`config.mk`:
```
export PLATFORM = sky130hd
export DESIGN_NAME = bias_sched
export DESIGN_NICKNAME = d
export VERILOG_FILES = /design/src/rtl/npu_bias_pkg.sv /design/src/rtl/bias_pf_fifo.sv /design/src/rtl/bias_sched.sv
export SDC_FILE = /design/constraint.sdc
export NUM_CORES = 2
export LEC_CHECK = 0
export ABC_CLOCK_PERIOD_IN_PS = 54600
export CAP_MARGIN = 5
export CORE_MARGIN = 2
export CORE_UTILIZATION = 35
export CTS_CLUSTER_SIZE = 10
export DETAILED_ROUTE_END_ITERATION = 8
export GPL_ROUTABILITY_DRIVEN = 0
export SETUP_SLACK_MARGIN = 0.2
export SYNTH_ARGS = -nofsm -noshare
export SYNTH_HDL_FRONTEND = slang
export SYNTH_SLANG_ARGS = --single-unit
export TNS_END_PERCENT = 10
```
`constraint.sdc`:
```
create_clock -name i_clk -period 54.6 [get_ports i_clk]
set_input_delay 16.38 -clock i_clk [delete_from_list [all_inputs] [get_ports i_clk]]
set_output_delay 16.38 -clock i_clk [all_outputs]
set_load 0.1 [all_outputs]
```
`src/rtl/npu_bias_pkg.sv`:
```
// ---------------------------------------------------------------------------
// npu_bias_pkg
// Shared definitions for the bias scheduler slice: the bias word width and
// the scheduler FSM state encoding.
// ---------------------------------------------------------------------------
package npu_bias_pkg;

   localparam int unsigned BIAS_W = 512;

   typedef enum logic [1:0] {
      S_IDLE  = 2'd0,
      S_RUN   = 2'd1,
      S_FLUSH = 2'd2,
      S_DONE  = 2'd3
   } bias_state_e;

endpackage

```
`src/rtl/bias_pf_fifo.sv`:
```
// ---------------------------------------------------------------------------
// bias_pf_fifo
// Synchronous prefetch FIFO, DEPTH x BIAS_W, head visible combinationally.
// Ports:
//   i_clk, i_rst   clock, synchronous active-high reset
//   i_clr          synchronous clear of pointers/count
//   i_push, i_din  write one word (ignored when full)
//   i_pop          drop the head word (ignored when empty)
//   o_head         current head word
//   o_full/o_empty status, o_count occupancy
// ---------------------------------------------------------------------------
module bias_pf_fifo
   import npu_bias_pkg::*;
#(
   parameter int unsigned DEPTH = 4
) (
   input  logic                     i_clk,
   input  logic                     i_rst,
   input  logic                     i_clr,
   input  logic                     i_push,
   input  logic [BIAS_W-1:0]        i_din,
   input  logic                     i_pop,
   output logic [BIAS_W-1:0]        o_head,
   output logic                     o_full,
   output logic                     o_empty,
   output logic [$clog2(DEPTH):0]   o_count
);

   localparam int unsigned AW = $clog2(DEPTH);
   localparam int unsigned CW = AW + 1;

   logic [BIAS_W-1:0] mem [DEPTH];
   logic [AW-1:0]     wr_ptr;
   logic [AW-1:0]     rd_ptr;
   logic [CW-1:0]     cnt;
   logic              do_push;
   logic              do_pop;

   assign o_full  = (cnt == CW'(DEPTH));
   assign o_empty = (cnt == '0);
   assign o_count = cnt;
   assign o_head  = mem[rd_ptr];

   assign do_push = i_push & ~o_full;
   assign do_pop  = i_pop & ~o_empty;

   always_ff @(posedge i_clk) begin
      if (i_rst || i_clr) begin
         wr_ptr <= '0;
         rd_ptr <= '0;
         cnt    <= '0;
      end else begin
         if (do_push) wr_ptr <= wr_ptr + 1'b1;
         if (do_pop)  rd_ptr <= rd_ptr + 1'b1;
         case ({do_push, do_pop})
            2'b10:   cnt <= cnt + 1'b1;
            2'b01:   cnt <= cnt - 1'b1;
            default: cnt <= cnt;
         endcase
      end
   end

   always_ff @(posedge i_clk) begin
      if (do_push && !i_clr) mem[wr_ptr] <= i_din;
   end

endmodule

```
`src/rtl/bias_sched.sv`:
```
// ---------------------------------------------------------------------------
// bias_sched
// Prefetches bias words from the bias RAM into a small FIFO and presents
// one word per NPE output beat; each word serves i_part_num beats, for
// i_output_layers groups.
// Ports:
//   i_clk, i_rst                      clock, synchronous active-high reset
//   i_calc_en / i_calculate_end       start / abort pulses
//   i_addr_start_b, i_output_layers,
//   i_part_num                        job configuration (latched on start)
//   i_npe_dat_vld                     one NPE beat consuming the bias word
//   o_ram_addr, o_ram_rd_en,
//   i_ram_dat_vld, i_ram_dat          bias RAM read port (in-order returns)
//   o_bias_dat, o_bias_vld            bias word aligned to the NPE beat
//   o_busy, o_done, o_underflow,
//   o_stall_cnt                       status
// Build option: define BIAS_SCHED_STATS_EN to count underflow beats in
// o_stall_cnt; otherwise o_stall_cnt is tied to zero.
// ---------------------------------------------------------------------------
module bias_sched
   import npu_bias_pkg::*;
#(
   parameter int unsigned RAM_ADDR_WIDTH = 8,
   parameter int unsigned PF_DEPTH       = 4
) (
   input  logic                      i_clk,
   input  logic                      i_rst,
   input  logic                      i_calc_en,
   input  logic                      i_calculate_end,
   input  logic [RAM_ADDR_WIDTH-1:0] i_addr_start_b,
   input  logic [7:0]                i_output_layers,
   input  logic [7:0]                i_part_num,
   input  logic                      i_npe_dat_vld,
   output logic [RAM_ADDR_WIDTH-1:0] o_ram_addr,
   output logic                      o_ram_rd_en,
   input  logic                      i_ram_dat_vld,
   input  logic [BIAS_W-1:0]         i_ram_dat,
   output logic [BIAS_W-1:0]         o_bias_dat,
   output logic                      o_bias_vld,
   output logic                      o_busy,
   output logic                      o_done,
   output logic                      o_underflow,
   output logic [15:0]               o_stall_cnt
);

   localparam int unsigned CW = $clog2(PF_DEPTH) + 1;

   bias_state_e               state_q, state_d;
   logic [7:0]                layers_q, part_q;
   logic [RAM_ADDR_WIDTH-1:0] rd_addr_q;
   logic [7:0]                issued_q, group_q, part_cnt_q;
   logic [CW-1:0]             out_q, out_after_ret;

   logic [BIAS_W-1:0]         head;
   logic                      full, empty;
   logic [CW-1:0]             count;

   logic accept, cfg_ok, abort, ret, push, beat, serve, miss;
   logic last_part, last_group, pop, issue, fifo_clr;

   // Outstanding reads are counted from the cycle the read is decided,
   // so count+outstanding never exceeds PF_DEPTH and a return always fits.
   always_comb begin
      accept        = (state_q == S_IDLE) && i_calc_en;
      cfg_ok        = (i_output_layers != '0) && (i_part_num != '0);
      abort         = (state_q == S_RUN) && i_calculate_end;
      ret           = i_ram_dat_vld && (out_q != '0) &&
                      ((state_q == S_RUN) || (state_q == S_FLUSH));
      out_after_ret = out_q - CW'(ret);
      push          = ret && (state_q == S_RUN) && !abort && !full;
      beat          = (state_q == S_RUN) && i_npe_dat_vld && !abort;
      serve         = beat && !empty;
      miss          = beat && empty;
      last_part     = (part_cnt_q == part_q - 8'd1);
      last_group    = (group_q == layers_q - 8'd1);
      pop           = serve && last_part;
      issue         = (state_q == S_RUN) && !abort && (issued_q < layers_q) &&
                      (({1'b0, count} + {1'b0, out_q}) < (CW + 1)'(PF_DEPTH));
      fifo_clr      = accept || abort;

      state_d = state_q;
      case (state_q)
         S_IDLE:  if (accept) state_d = cfg_ok ? S_RUN : S_DONE;
         S_RUN: begin
            if (abort)                  state_d = (out_after_ret != '0) ? S_FLUSH : S_IDLE;
            else if (pop && last_group) state_d = S_DONE;
         end
         S_FLUSH: if (out_after_ret == '0) state_d = S_IDLE;
         S_DONE:  state_d = S_IDLE;
         default: state_d = S_IDLE;
      endcase
   end

   always_ff @(posedge i_clk) begin
      if (i_rst) state_q <= S_IDLE;
      else       state_q <= state_d;
   end

   assign o_busy = (state_q == S_RUN) || (state_q == S_FLUSH);
   assign o_done = (state_q == S_DONE);

   always_ff @(posedge i_clk) begin
      if (i_rst) begin
         layers_q    <= '0;
         part_q      <= '0;
         rd_addr_q   <= '0;
         issued_q    <= '0;
         group_q     <= '0;
         part_cnt_q  <= '0;
         out_q       <= '0;
         o_ram_addr  <= '0;
         o_ram_rd_en <= 1'b0;
         o_bias_dat  <= '0;
         o_bias_vld  <= 1'b0;
         o_underflow <= 1'b0;
      end else begin
         o_ram_rd_en <= issue;
         o_bias_vld  <= serve;
         out_q       <= out_after_ret + CW'(issue);
         if (serve) o_bias_dat <= head;
         if (issue) begin
            o_ram_addr <= rd_addr_q;
            rd_addr_q  <= rd_addr_q + 1'b1;
            issued_q   <= issued_q + 8'd1;
         end
         if (accept) begin
            layers_q    <= i_output_layers;
            part_q      <= i_part_num;
            rd_addr_q   <= i_addr_start_b;
            issued_q    <= '0;
            group_q     <= '0;
            part_cnt_q  <= '0;
            o_underflow <= 1'b0;
         end else begin
            if (miss) o_underflow <= 1'b1;
            if (serve) begin
               if (last_part) begin
                  part_cnt_q <= '0;
                  group_q    <= group_q + 8'd1;
               end else begin
                  part_cnt_q <= part_cnt_q + 8'd1;
               end
            end
         end
      end
   end

   bias_pf_fifo #(
      .DEPTH (PF_DEPTH)
   ) u_pf_fifo (
      .i_clk   (i_clk),
      .i_rst   (i_rst),
      .i_clr   (fifo_clr),
      .i_push  (push),
      .i_din   (i_ram_dat),
      .i_pop   (pop),
      .o_head  (head),
      .o_full  (full),
      .o_empty (empty),
      .o_count (count)
   );

`ifdef BIAS_SCHED_STATS_EN
   logic [15:0] stall_q;

   always_ff @(posedge i_clk) begin
      if (i_rst)                       stall_q <= '0;
      else if (accept)                 stall_q <= '0;
      else if (miss && stall_q != '1)  stall_q <= stall_q + 16'd1;
   end

   assign o_stall_cnt = stall_q;
`else
   assign o_stall_cnt = '0;
`endif

endmodule

```
==> impl_metrics.toml <==
[status]
status = "finished clean"

[placement]
postPlaceCellArea_sq_um = 109000
io_buffers = 1066
dp.final_hpwl_um = 156000

[critical_path]
crit_path_frequent_cell = "buf_4"
start_kind = "input port"
regToRegSetupSlack_ns = 48.43
critPathCaptureType = "flip-flop"
crit_end = "u_pf_fifo.mem[2][502]$_DFFE_PP_"
r2r-start = "state_q[0]$_SDFFE_PP0P_"
rr_worst_depth = 10
slowest_stage = "buf_4"
critical_path_required_ns = 55.07
cp_slowest_stage_delay_ns = 0.90
crit_start = "i_ram_dat_vld"
cp_cell_sequence = "clkdlybuf4s50_1 > o311ai_0 > a2111oi_1 > buf_4 > and3_4 > buf_4 > buf_4 > buf_4 > buf_4"
cp.arrival_ns = 21.84
crit_fanout = 68
worstSetupPathType = "input port to flip-flop"
r2r-end = "u_pf_fifo.mem[2][502]$_DFFE_PP_"

[timing]
finClkSkew_ns = 0.0251
maxSlewViolCount = 0
fmax_ghz = 0.0468
fin_setup_tns_ns = 0
rsz0062_at_grt = "no"
slew-limit-headroom_pct = 18.2
final-setup-viol-count = 0
worst_pin_slew_ns = 1.22
final.period_utilization_pct = 39.1
hold_violations = 0
finalCriticalPeriod_ns = 21.37

[global_route]
grt_pass1_vias = 52600
grt-ovfl-total = 0
grt_pass1_wl_um = 362000
antenna_found_initial = 70
track_usage_pct = 17.5
grt_max_degree = 171

[clock_network]
cts_inserted_buffers = 309
clk_latency_ns = 0.87
ctsResizeCount = 0
post_cts_buffers = 0
cts_hold_buf = 0
cts_tree = "done"
cts_root_buf = "clkbuf_16"
cts_buffer_depth = 4
clock_sinks = 2631
htreeDepth = 5
clk_pin_slew_ns = 0.06

[floorplan]
io_pins = 1083
coreArea_sq_um = 270000
rows = 191
dieArea_sq_um = 275000
die_w_um = 525
initial_core_util_pct = 35.1
die_y_um = 525

[synth]
async_reset_ff_share_pct = 0
ys_seq_area_share_pct = 77.1
synth-edff-count = 2048
synth_cell_types = 57
syn_area_per_cell_sq_um = 17.7
syn_area_sq_um = 94900
ys_ff_latch = 2631
yosysWarnings = 0
ys.flop_type = "edfxtp_1"
syn_inst = 5369

[finish]
layout_commonest_cell = "edfxtp_1"
final_area_sq_um = 119000
final_layout_size_suffix_gt1_share_pct = 14.3
syn_to_final_growth_pct = 25.1
final_cell_mix = "2048 x edfxtp_1, 1078 x nand2_1, 1055 x clkdlybuf4s50_1, 581 x dfxtp_1, 544 x a21oi_1"
num-nets-final = 7091

[drt]
drt_iter0_markers = 3815
firstDrtPassIters = 5
viasPerCell = 5.01
wl_per_cell_um = 24.0
dr_total_vias = 51900
wirelength_um = 248000
postRouteAntennaNets = 0
drc = 0

[pwr]
p_total_mw = 4.22
leakagePower_nw = 36.4
power_density_nw_per_um2 = 35.6
ir_worst_vdd_mv = 0.0332

[run]
max-cap-violations = 0

[worst_hold_path]
hp-class = "flip-flop to flip-flop"
==> worst max-delay path, delay by kind of cell <==
family	cells	cell delay, ns
AOI/OAI and AO/OA	2	0.63
and+or+nand+nor	1	0.88
buffers and inverters	6	3.71
==> metrics by stage <==
step | std cells | hold slack [ns] | util (%) | setup slack [ns]
after CTS | 10300 | 0.452 | 43.9 | 33.13
after floorplan | 5384 | 0.448 | - | 24.47
after global routing | 10400 | 0.470 | 43.9 | 32.90
after global placement | 9778 | 0.441 | 40.5 | 32.21
final | 10400 | 0.452 | 43.9 | 33.23
after detailed placement | 9778 | 0.445 | 40.5 | 32.18
==> sequential cells by signal, summed over array words and instances (netlist names), 2 cells and up <==
register / cells
group_q: 8
issued_q: 8
layers_q: 8
o_bias_dat: 512
o_ram_addr: 8
out_q: 3
part_cnt_q: 8
part_q: 8
rd_addr_q: 8
state_q: 2
u_pf_fifo.mem: 2048
u_pf_fifo.o_count: 3
u_pf_fifo.rd_ptr: 2
u_pf_fifo.wr_ptr: 2
==> power breakdown <==
part / switching, mW / total (mW) / internal [mW]
clock network: 0.788 / 1.90 / 1.11
logic: 0.0881 / 0.149 / 0.0611
registers: 0.00859 / 2.18 / 2.17
total: 0.885 / 4.22 / 3.34
==> area by class of cell <==
class / instances / area (sq um)
fill: 23500 / 152000
sequential: 2631 / 73200
multi-input combinational: 2407 / 20300
timing repair buffer: 1140 / 11300
clock buffer: 534 / 8840
tap: 3570 / 4470
clock inverter: 28 / 442
inverter: 30 / 113
antenna: 21 / 52.6
==> logic make-up (layout without fill, tap and decap cells) <==
family / count (synthesis) / in the layout / share of synthesized area (%)
flip-flops: 2631 / 2631 / 77.1
multiplexers: 523 / 523 / 12.3
adder cells (fa/ha/maj): 30 / 30 / 0.403
AO/OA/AOI/OAI: 590 / 590 / 3.21
buffers and inverters: 346 / 1732 / 1.55
AND/OR/NAND/NOR: 1201 / 1201 / 5.03
other: 1 / 37 / 0.00395
XOR/XNOR: 47 / 47 / 0.434
==> worst min path at each step <==
stage | startpoint | end | slack [ns] | depth (start not counted)
global placement | o_bias_dat[83]$_SDFFE_PP0P_ | o_bias_dat[83]$_SDFFE_PP0P_ | 0.44 | 2
finish | o_bias_dat[140]$_SDFFE_PP0P_ | o_bias_dat[140]$_SDFFE_PP0P_ | 0.45 | 2
floorplan | part_q[7]$_SDFFE_PP0P_ | part_q[7]$_SDFFE_PP0P_ | 0.45 | 2
detailed placement | o_bias_dat[443]$_SDFFE_PP0P_ | o_bias_dat[443]$_SDFFE_PP0P_ | 0.45 | 2
CTS | o_bias_dat[443]$_SDFFE_PP0P_ | o_bias_dat[443]$_SDFFE_PP0P_ | 0.45 | 2
global route | o_bias_dat[342]$_SDFFE_PP0P_ | o_bias_dat[342]$_SDFFE_PP0P_ | 0.47 | 2
==> synth_stat cells, types with 4 or more instances <==
cell      number  area [sq um]
edfxtp_1    2048         61500
nand2_1     1078          4050
dfxtp_1      583         11700
a21oi_1      544          2720
mux4_2       512         11500
clkbuf_1     188           706
buf_2         81           405
nor2_1        46           173
buf_1         30           113
inv_1         30           113
ha_1          29           363
xor2_1        24           210
xnor2_1       23           201
buf_4         16           120
o21ai_0       16          80.1
nand3_1       12          60.1
mux2i_1       11           110
and3_1         8          50.1
nand4_1        7          43.8
or3_1          7          43.8
a31oi_1        6          37.5
and2_1         5          31.3
nor2b_1        5          31.3
nor4_1         5          31.3
or4_1          5          37.5
a21o_1         4          30.0
nor3_1         4          20.0
==> metal layers <==
layer	global-route usage [%]	vias to the layer above	share of wire, %
met4	4.33	74	2.1
li1	-	22800	-
met5	0	-	0.19
met2	28.9	1668	49
met1	23.1	27000	42
met3	4.52	379	7.0
No activity file was read; power rests on OpenSTA's default activity.
